`config.mk`:
```
export PLATFORM = sky130hd
export DESIGN_NAME = ahb_apb_bridge_mc
export DESIGN_NICKNAME = d
export VERILOG_FILES = /design/src/rtl/ahb_apb_pkg.sv /design/src/rtl/ahb_apb_decode.sv /design/src/rtl/ahb_apb_bridge_mc.sv
export SDC_FILE = /design/constraint.sdc
export NUM_CORES = 1
export LEC_CHECK = 0
export ABC_CLOCK_PERIOD_IN_PS = 5750
export CAP_MARGIN = 20
export CORE_ASPECT_RATIO = 1.1
export CORE_UTILIZATION = 45
export CTS_CLUSTER_SIZE = 30
export DETAILED_ROUTE_END_ITERATION = 6
export PLACE_DENSITY = 0.94
export SYNTH_ARGS = -nofsm -noshare
export SYNTH_HDL_FRONTEND = slang
export SYNTH_SLANG_ARGS = --single-unit
```
`constraint.sdc`:
```
create_clock -name Hclk -period 5.75 [get_ports Hclk]
set_input_delay 1.15 -clock Hclk [delete_from_list [all_inputs] [get_ports Hclk]]
set_output_delay 1.15 -clock Hclk [all_outputs]
set_load 0.01 [all_outputs]
```
`src/rtl/ahb_apb_pkg.sv`:
```
// ---------------------------------------------------------------------------
// ahb_apb_pkg
// Shared types and helpers for the AHB-Lite to APB3 bridge:
//   htrans_t       - AHB transfer type encoding
//   hresp_t        - AHB response encoding (HRESP_OKAY / HRESP_ERROR)
//   bridge_state_t - bridge FSM state encoding
//   slv_dec_t      - decode result (hit flag + slave index)
//   slv_decode()   - address to slave-window decode
// ---------------------------------------------------------------------------
package ahb_apb_pkg;

    typedef enum logic [1:0] {
        TR_IDLE   = 2'b00,
        TR_BUSY   = 2'b01,
        TR_NONSEQ = 2'b10,
        TR_SEQ    = 2'b11
    } htrans_t;

    typedef enum logic [1:0] {
        HRESP_OKAY  = 2'b00,
        HRESP_ERROR = 2'b01
    } hresp_t;

    typedef enum logic [2:0] {
        BS_IDLE   = 3'd0,
        BS_WWAIT  = 3'd1,
        BS_SETUP  = 3'd2,
        BS_ACCESS = 3'd3,
        BS_ERR1   = 3'd4,
        BS_ERR2   = 3'd5
    } bridge_state_t;

    typedef struct packed {
        logic       hit;
        logic [3:0] idx;
    } slv_dec_t;

    // Slave i owns [base + i*2^win_log2, base + (i+1)*2^win_log2).
    // Addresses are widened to 64 bits so the subtraction below the base
    // wraps harmlessly and is rejected by the addr >= base term.
    function automatic slv_dec_t slv_decode(input logic [63:0] addr,
                                            input logic [63:0] base,
                                            input int unsigned win_log2,
                                            input int unsigned nslv);
        slv_dec_t    res;
        logic [63:0] slot;
        slot    = (addr - base) >> win_log2;
        res.hit = (addr >= base) && (slot < 64'(nslv));
        res.idx = slot[3:0];
        return res;
    endfunction

endpackage

```
`src/rtl/ahb_apb_decode.sv`:
```
// ---------------------------------------------------------------------------
// ahb_apb_decode
// Combinational address decode into a one-hot APB slave select.
// Ports:
//   addr  in  ADDR_W  AHB address
//   sel   out NSLV    one-hot select (all zero when unmapped)
//   hit   out 1       address falls inside one of the NSLV windows
// ---------------------------------------------------------------------------
module ahb_apb_decode #(
    parameter int unsigned          ADDR_W       = 32,
    parameter int unsigned          NSLV         = 4,
    parameter logic [ADDR_W-1:0]    SLV_BASE     = 32'h8000_0000,
    parameter int unsigned          SLV_WIN_LOG2 = 26
) (
    input  logic [ADDR_W-1:0] addr,
    output logic [NSLV-1:0]   sel,
    output logic              hit
);
    import ahb_apb_pkg::*;

    slv_dec_t dec_s;

    // Window decode and one-hot expansion
    always_comb begin
        dec_s = slv_decode(64'(addr), 64'(SLV_BASE), SLV_WIN_LOG2, NSLV);
        hit   = dec_s.hit;
        if (dec_s.hit) begin
            sel = NSLV'(1'b1) << dec_s.idx;
        end else begin
            sel = {NSLV{1'b0}};
        end
    end

endmodule

```
`src/rtl/ahb_apb_bridge_mc.sv`:
```
// ---------------------------------------------------------------------------
// ahb_apb_bridge_mc
// AHB-Lite slave to APB3 master bridge with N-way decode, Pready wait
// states, Pslverr to two-cycle AHB ERROR mapping, unmapped-address and
// illegal-size errors, and back-to-back transfers.
// Optional feature: define AHB_APB_TIMEOUT_EN to enable a Pready watchdog
// that aborts an ACCESS phase stalled for TIMEOUT cycles with an ERROR.
// Ports:
//   Hclk, Hrestn                 clock, async active-low reset
//   Haddr/Htrans/Hwrite/Hsize    AHB address phase
//   Hwdata                       AHB write data (data phase)
//   Hreadyin                     bus HREADY
//   Hreadyout/Hresp/Hrdata       AHB slave response
//   Pselx/Penable/Pwrite/Paddr/Pwdata   APB master outputs (registered)
//   Prdata/Pready/Pslverr        APB slave response
// ---------------------------------------------------------------------------
module ahb_apb_bridge_mc #(
    parameter int unsigned       ADDR_W       = 32,
    parameter int unsigned       DATA_W       = 32,
    parameter int unsigned       NSLV         = 4,
    parameter logic [ADDR_W-1:0] SLV_BASE     = 32'h8000_0000,
    parameter int unsigned       SLV_WIN_LOG2 = 26,
    parameter int unsigned       TIMEOUT      = 16
) (
    input  logic              Hclk,
    input  logic              Hrestn,
    input  logic [ADDR_W-1:0] Haddr,
    input  logic [1:0]        Htrans,
    input  logic              Hwrite,
    input  logic [2:0]        Hsize,
    input  logic [DATA_W-1:0] Hwdata,
    input  logic              Hreadyin,
    output logic              Hreadyout,
    output logic [1:0]        Hresp,
    output logic [DATA_W-1:0] Hrdata,
    output logic [NSLV-1:0]   Pselx,
    output logic              Penable,
    output logic              Pwrite,
    output logic [ADDR_W-1:0] Paddr,
    output logic [DATA_W-1:0] Pwdata,
    input  logic [DATA_W-1:0] Prdata,
    input  logic              Pready,
    input  logic              Pslverr
);
    import ahb_apb_pkg::*;

    localparam logic [2:0] S_IDLE   = BS_IDLE;
    localparam logic [2:0] S_WWAIT  = BS_WWAIT;
    localparam logic [2:0] S_SETUP  = BS_SETUP;
    localparam logic [2:0] S_ACCESS = BS_ACCESS;
    localparam logic [2:0] S_ERR1   = BS_ERR1;
    localparam logic [2:0] S_ERR2   = BS_ERR2;

    // Largest legal Hsize: log2 of the data-bus byte width.
    localparam logic [2:0] MAX_SIZE = (DATA_W == 64) ? 3'd3 : 3'd2;

    logic [2:0]        state_r;
    logic [2:0]        state_nxt_s;
    logic [2:0]        new_state_s;
    logic [NSLV-1:0]   sel_s;
    logic              hit_s;
    logic              hready_s;
    logic              accept_s;
    logic              bad_s;
    logic              tmo_s;
    logic [ADDR_W-1:0] addr_r;
    logic              write_r;
    logic [NSLV-1:0]   sel_r;
    logic [ADDR_W-1:0] ld_addr_s;
    logic              ld_write_s;
    logic [NSLV-1:0]   ld_sel_s;
    logic [NSLV-1:0]   psel_r;
    logic              penable_r;
    logic [ADDR_W-1:0] paddr_r;
    logic              pwrite_r;
    logic [DATA_W-1:0] pwdata_r;
    logic [1:0]        hresp_r;

    ahb_apb_decode #(
        .ADDR_W      (ADDR_W),
        .NSLV        (NSLV),
        .SLV_BASE    (SLV_BASE),
        .SLV_WIN_LOG2(SLV_WIN_LOG2)
    ) u_decode (
        .addr(Haddr),
        .sel (sel_s),
        .hit (hit_s)
    );

    // Bridge ready: the only combinational AHB output besides read data
    always_comb begin
        case (state_r)
            S_IDLE, S_ERR2: hready_s = 1'b1;
            S_ACCESS:       hready_s = Pready & ~Pslverr;
            default:        hready_s = 1'b0;
        endcase
    end

    assign accept_s = hready_s & Hreadyin &
                      ((Htrans == TR_NONSEQ) | (Htrans == TR_SEQ));
    assign bad_s    = ~hit_s | (Hsize > MAX_SIZE);

    // Destination for a freshly accepted transfer
    always_comb begin
        if (bad_s) begin
            new_state_s = S_ERR1;
        end else if (Hwrite) begin
            new_state_s = S_WWAIT;
        end else begin
            new_state_s = S_SETUP;
        end
    end

    // A read accepted in the same cycle that enters SETUP has not been
    // latched yet, so the APB fields take the live bus values instead.
    always_comb begin
        if (accept_s) begin
            ld_addr_s  = Haddr;
            ld_write_s = Hwrite;
            ld_sel_s   = sel_s;
        end else begin
            ld_addr_s  = addr_r;
            ld_write_s = write_r;
            ld_sel_s   = sel_r;
        end
    end

`ifdef AHB_APB_TIMEOUT_EN
    localparam int unsigned TMO_W = $clog2(TIMEOUT + 1);
    logic [TMO_W-1:0] tmo_cnt_r;

    // Watchdog: counts ACCESS cycles stalled on Pready, cleared in SETUP
    always_ff @(posedge Hclk or negedge Hrestn) begin
        if (!Hrestn) begin
            tmo_cnt_r <= {TMO_W{1'b0}};
        end else if (state_r == S_SETUP) begin
            tmo_cnt_r <= {TMO_W{1'b0}};
        end else if ((state_r == S_ACCESS) && !Pready) begin
            tmo_cnt_r <= tmo_cnt_r + TMO_W'(1);
        end else begin
            tmo_cnt_r <= tmo_cnt_r;
        end
    end

    // The cycle holding count TIMEOUT-1 is the TIMEOUT-th stalled cycle.
    assign tmo_s = (state_r == S_ACCESS) & ~Pready &
                   (tmo_cnt_r == TMO_W'(TIMEOUT - 1));
`else
    assign tmo_s = 1'b0;
`endif

    // Next-state logic
    always_comb begin
        state_nxt_s = state_r;
        case (state_r)
            S_IDLE: begin
                if (accept_s) begin
                    state_nxt_s = new_state_s;
                end else begin
                    state_nxt_s = S_IDLE;
                end
            end
            S_WWAIT: state_nxt_s = S_SETUP;
            S_SETUP: state_nxt_s = S_ACCESS;
            S_ACCESS: begin
                if (Pready && Pslverr) begin
                    state_nxt_s = S_ERR1;
                end else if (Pready) begin
                    state_nxt_s = accept_s ? new_state_s : S_IDLE;
                end else if (tmo_s) begin
                    state_nxt_s = S_ERR1;
                end else begin
                    state_nxt_s = S_ACCESS;
                end
            end
            S_ERR1: state_nxt_s = S_ERR2;
            S_ERR2: begin
                if (accept_s) begin
                    state_nxt_s = new_state_s;
                end else begin
                    state_nxt_s = S_IDLE;
                end
            end
            default: state_nxt_s = S_IDLE;
        endcase
    end

    // State register and address-phase capture
    always_ff @(posedge Hclk or negedge Hrestn) begin
        if (!Hrestn) begin
            state_r <= S_IDLE;
            addr_r  <= {ADDR_W{1'b0}};
            write_r <= 1'b0;
            sel_r   <= {NSLV{1'b0}};
        end else begin
            state_r <= state_nxt_s;
            if (accept_s) begin
                addr_r  <= Haddr;
                write_r <= Hwrite;
                sel_r   <= sel_s;
            end
        end
    end

    // APB outputs and AHB response, all registered from the next state
    always_ff @(posedge Hclk or negedge Hrestn) begin
        if (!Hrestn) begin
            psel_r    <= {NSLV{1'b0}};
            penable_r <= 1'b0;
            paddr_r   <= {ADDR_W{1'b0}};
            pwrite_r  <= 1'b0;
            pwdata_r  <= {DATA_W{1'b0}};
            hresp_r   <= HRESP_OKAY;
        end else begin
            if (state_nxt_s == S_SETUP) begin
                psel_r   <= ld_sel_s;
                paddr_r  <= ld_addr_s;
                pwrite_r <= ld_write_s;
            end else if (state_nxt_s != S_ACCESS) begin
                psel_r   <= {NSLV{1'b0}};
            end
            penable_r <= (state_nxt_s == S_ACCESS);
            if (state_r == S_WWAIT) begin
                pwdata_r <= Hwdata;
            end
            if ((state_nxt_s == S_ERR1) || (state_nxt_s == S_ERR2)) begin
                hresp_r <= HRESP_ERROR;
            end else begin
                hresp_r <= HRESP_OKAY;
            end
        end
    end

    assign Hreadyout = hready_s;
    assign Hresp     = hresp_r;
    assign Hrdata    = Prdata;
    assign Pselx     = psel_r;
    assign Penable   = penable_r;
    assign Pwrite    = pwrite_r;
    assign Paddr     = paddr_r;
    assign Pwdata    = pwdata_r;

endmodule

```
==> impl_results.md <==
- Count of hold-fix buffers inserted at cts: 0
- Starting DRC count in detailed routing: 63
- Post-synth ARST share: 1.000
- WP buf/inv: 2
- First-pass GRT wire length: 15.60 mm
- Dpl hpwl: 7.154 mm
- Die ar.: 10950 um^2
- Crit Path Class: input pin to flop
- Arrival @ worst endpoint: 4130 ps
- Starting Density: 0.4726
- CP Max Fanout: 40
- Die height: 109.7 um
- Ys flop type: dfrtp_1
- Mapped Cells: 305
- Num CTS Buffers: 9
- Count of input and output buffers: 145
- Seq/Total Area, Yosys: 0.5859
- Post-synthesis area per instance: 15.54 um^2
- Max Root-Sink Buffers: 2
- Worst Max-Slew Pin Slew: 884.6 ps
- Inserted Diodes: 0
- Setup_tns: 0 ps
- Post-synth EDFFs: 0
- Crit path required time: 6000 ps
- Cell area after layout: 6255 um^2
- Fmax: 0.2573 GHz
- Via density per instance: 4.874
- GPL Wtd Cong: 0.7192
- Number of cells on the critical path: 7
- CP endpoint kind: flop
- Slowest stage cell, crit path: nor2_8
- Std-Cell Rows: 38
- Final Net Count: 524
- Crit path launch: Pready
- RSZ-0062 raised after global routing: false
- Clock Sinks: 111
- Worst reg2reg startpoint: state_r[1]
- Cell Pwr Density: 587.4 nW/um^2
- Critical-path cell list: clkdlybuf4s50_1 > nand4bb_1 > a311oi_4 > buf_4 > a31oi_4 > nor2_8 > mux2_1
- Post-Layout Cell Count: 562
- Postcts setup bufs: 0
- Wire per inst: 17.98 um
- Routed vias: 2739
- GRT Overall Usage: 0.1890
- Clock latency on the worst-skew pair: 360 ps
- Ys Warns: 0
- Min-delay src: sel_r[1]
- Worst path max stage delay: 700 ps
- H-tree depth: 3
- Routed met3 length: 677 um
- Final setup violation count: 0
- Placed cells: 546
- Lkg Pwr: 2.651 nW
- Die W: 99.87 um
- R2R Setup Slk: 2630 ps
- Final worst-path cycle share: 0.6759
- Fin. max-slew vios: 0
- CTS tree: built
- Synthesized net count: 412
- Tightest Hold Check Type: flop to flop
- Final wirelength: 10.11 mm
- PostCTS Resize Cnt: 0
- Status: completed
- Post-layout min period: 3886 ps
- Met2 wire len: 5.023 mm
- Core Region: 10030 um^2
- Crit-path leading delay family: buffers and inverters
- Tot Pwr: 3.674 mW
- Synthesized area: 4741 um^2
- Initial antenna violation count: 0
- Root Driver: clkbuf_8
- Vias in the first global route: 3047
- Hold Crit Depth: 1
- Drc violations: 0
- Met1 Routed Length: 3.972 mm
- Placed inst area: 6023 um^2
- Layout cells sized above 1: 0.2678
- R2R depth: 6
- Largest net degree at the start of global routing: 62
- ANT nets after route: 0
- Clk_skew: 7.300 ps
- DRT Pass-1 Iters: 4
- Worst VDD drop: 0.0002841 V
- Max_cap viols: 0
- P&R area growth vs syn: 31.93%
- Overflow after GRT: 0
- Final hold slack: 495.8 ps
- Max layer used: met4
- Clock transition at path regs: 100 ps
- Yosys cell types: 31
- Slew HR: 0.4090
- I/O pin total: 212
- Final hold violation count: 0
- CP Launch Type: input pin
- Seq cells post-synth: 111
==> metal layers <==
layer,track usage,vias up
met5,0,-
met2,0.3227,99
met3,0.04323,40
met4,0.1208,0
met1,0.2149,1366
li1,-,1234
==> cell usage in the layout, fill, tap and decap left out, drive strengths merged <==
cell type      count
clkdlybuf4s50    144
dfrtp            111
mux2             102
nor2              12
clkbuf            11
nor3               9
inv                5
buf                3
a31oi              3
o221ai             2
bufinv             2
clkinvlp           2
nor2b              2
clkinv             2
nand2b             1
nand4bb            1
o21ba              1
nand2              1
a311oi             1
or4b               1
a211oi             1
nand4              1
and3               1
xnor2              1
o2bb2ai            1
conb               1
==> area by class of cell <==
| type | count | area, um^2 |
|---|---|---|
| multi-input cells | 142 | 1579 |
| fillers | 759 | 3777 |
| well taps | 140 | 175.2 |
| flip-flops and latches | 111 | 2778 |
| inverters | 6 | 27.53 |
| repair buffers | 147 | 1464 |
| clock inverters | 5 | 80.08 |
| clock buffers | 11 | 151.4 |
==> flip-flops by register name, indices dropped and copies added (netlist names) <==
signal	cells
Pwdata	32
Hresp	1
addr_r	32
sel_r	4
write_r	1
Pwrite	1
Penable	1
Pselx	4
Paddr	32
state_r	3
==> report_power, final <==
group,switching [mW],internal (mW)
logic,0.693,1.10
registers,0.192,1.17
clock network,0.254,0.269
total,1.14,2.53
==> per-stage QoR <==
step	setup slack [ps]	util
2_1_floorplan	2692	-
3_3_place_gp	1540	0.6004
3_5_place_dp	1456	0.6004
4_1_cts	1848	0.6235
5_1_grt	1726	0.6235
6_report	1864	0.6235
==> synthesized netlist by cell type (all sizes together) (2+ instances only) <==
cell,count,area share
dfrtp,111,0.59
mux2,102,0.27
buf,45,0.076
nor2,12,0.013
nor3,9,0.0095
inv,5,0.0040
a31oi,3,0.010
nor2b,2,0.0026
o221ai,2,0.0037
==> worst register-to-register path: cells and delay by family, from the launching register on <==
kind	cells	cell delay (ps)
compound gates	2	600
buf+inv	1	540
flops	1	540
mux	1	390
simple gates	2	940
==> path summary, 6_finish.rpt <==
path	endpoint
max in group asynchronous	Paddr[3]
min reg2reg	sel_r[1]
max reg2reg	Paddr[0]
min	sel_r[1]
min in group asynchronous	Pwdata[19]
max	Paddr[0]
==> cells by family (layout without fill, tap and decap cells) <==
logic type | count (synthesis) | count (layout) | synth area share
DFF | 111 | 111 | 0.5859
muxes | 102 | 102 | 0.2660
buffers and inverters | 52 | 169 | 0.08261
and+or+nand+nor | 29 | 29 | 0.03510
AOI/OAI and AO/OA | 9 | 9 | 0.02771
other | 1 | 1 | 0.0007910
xor gates and xnor gates | 1 | 1 | 0.001848
Power figures use the tool's default switching activity.
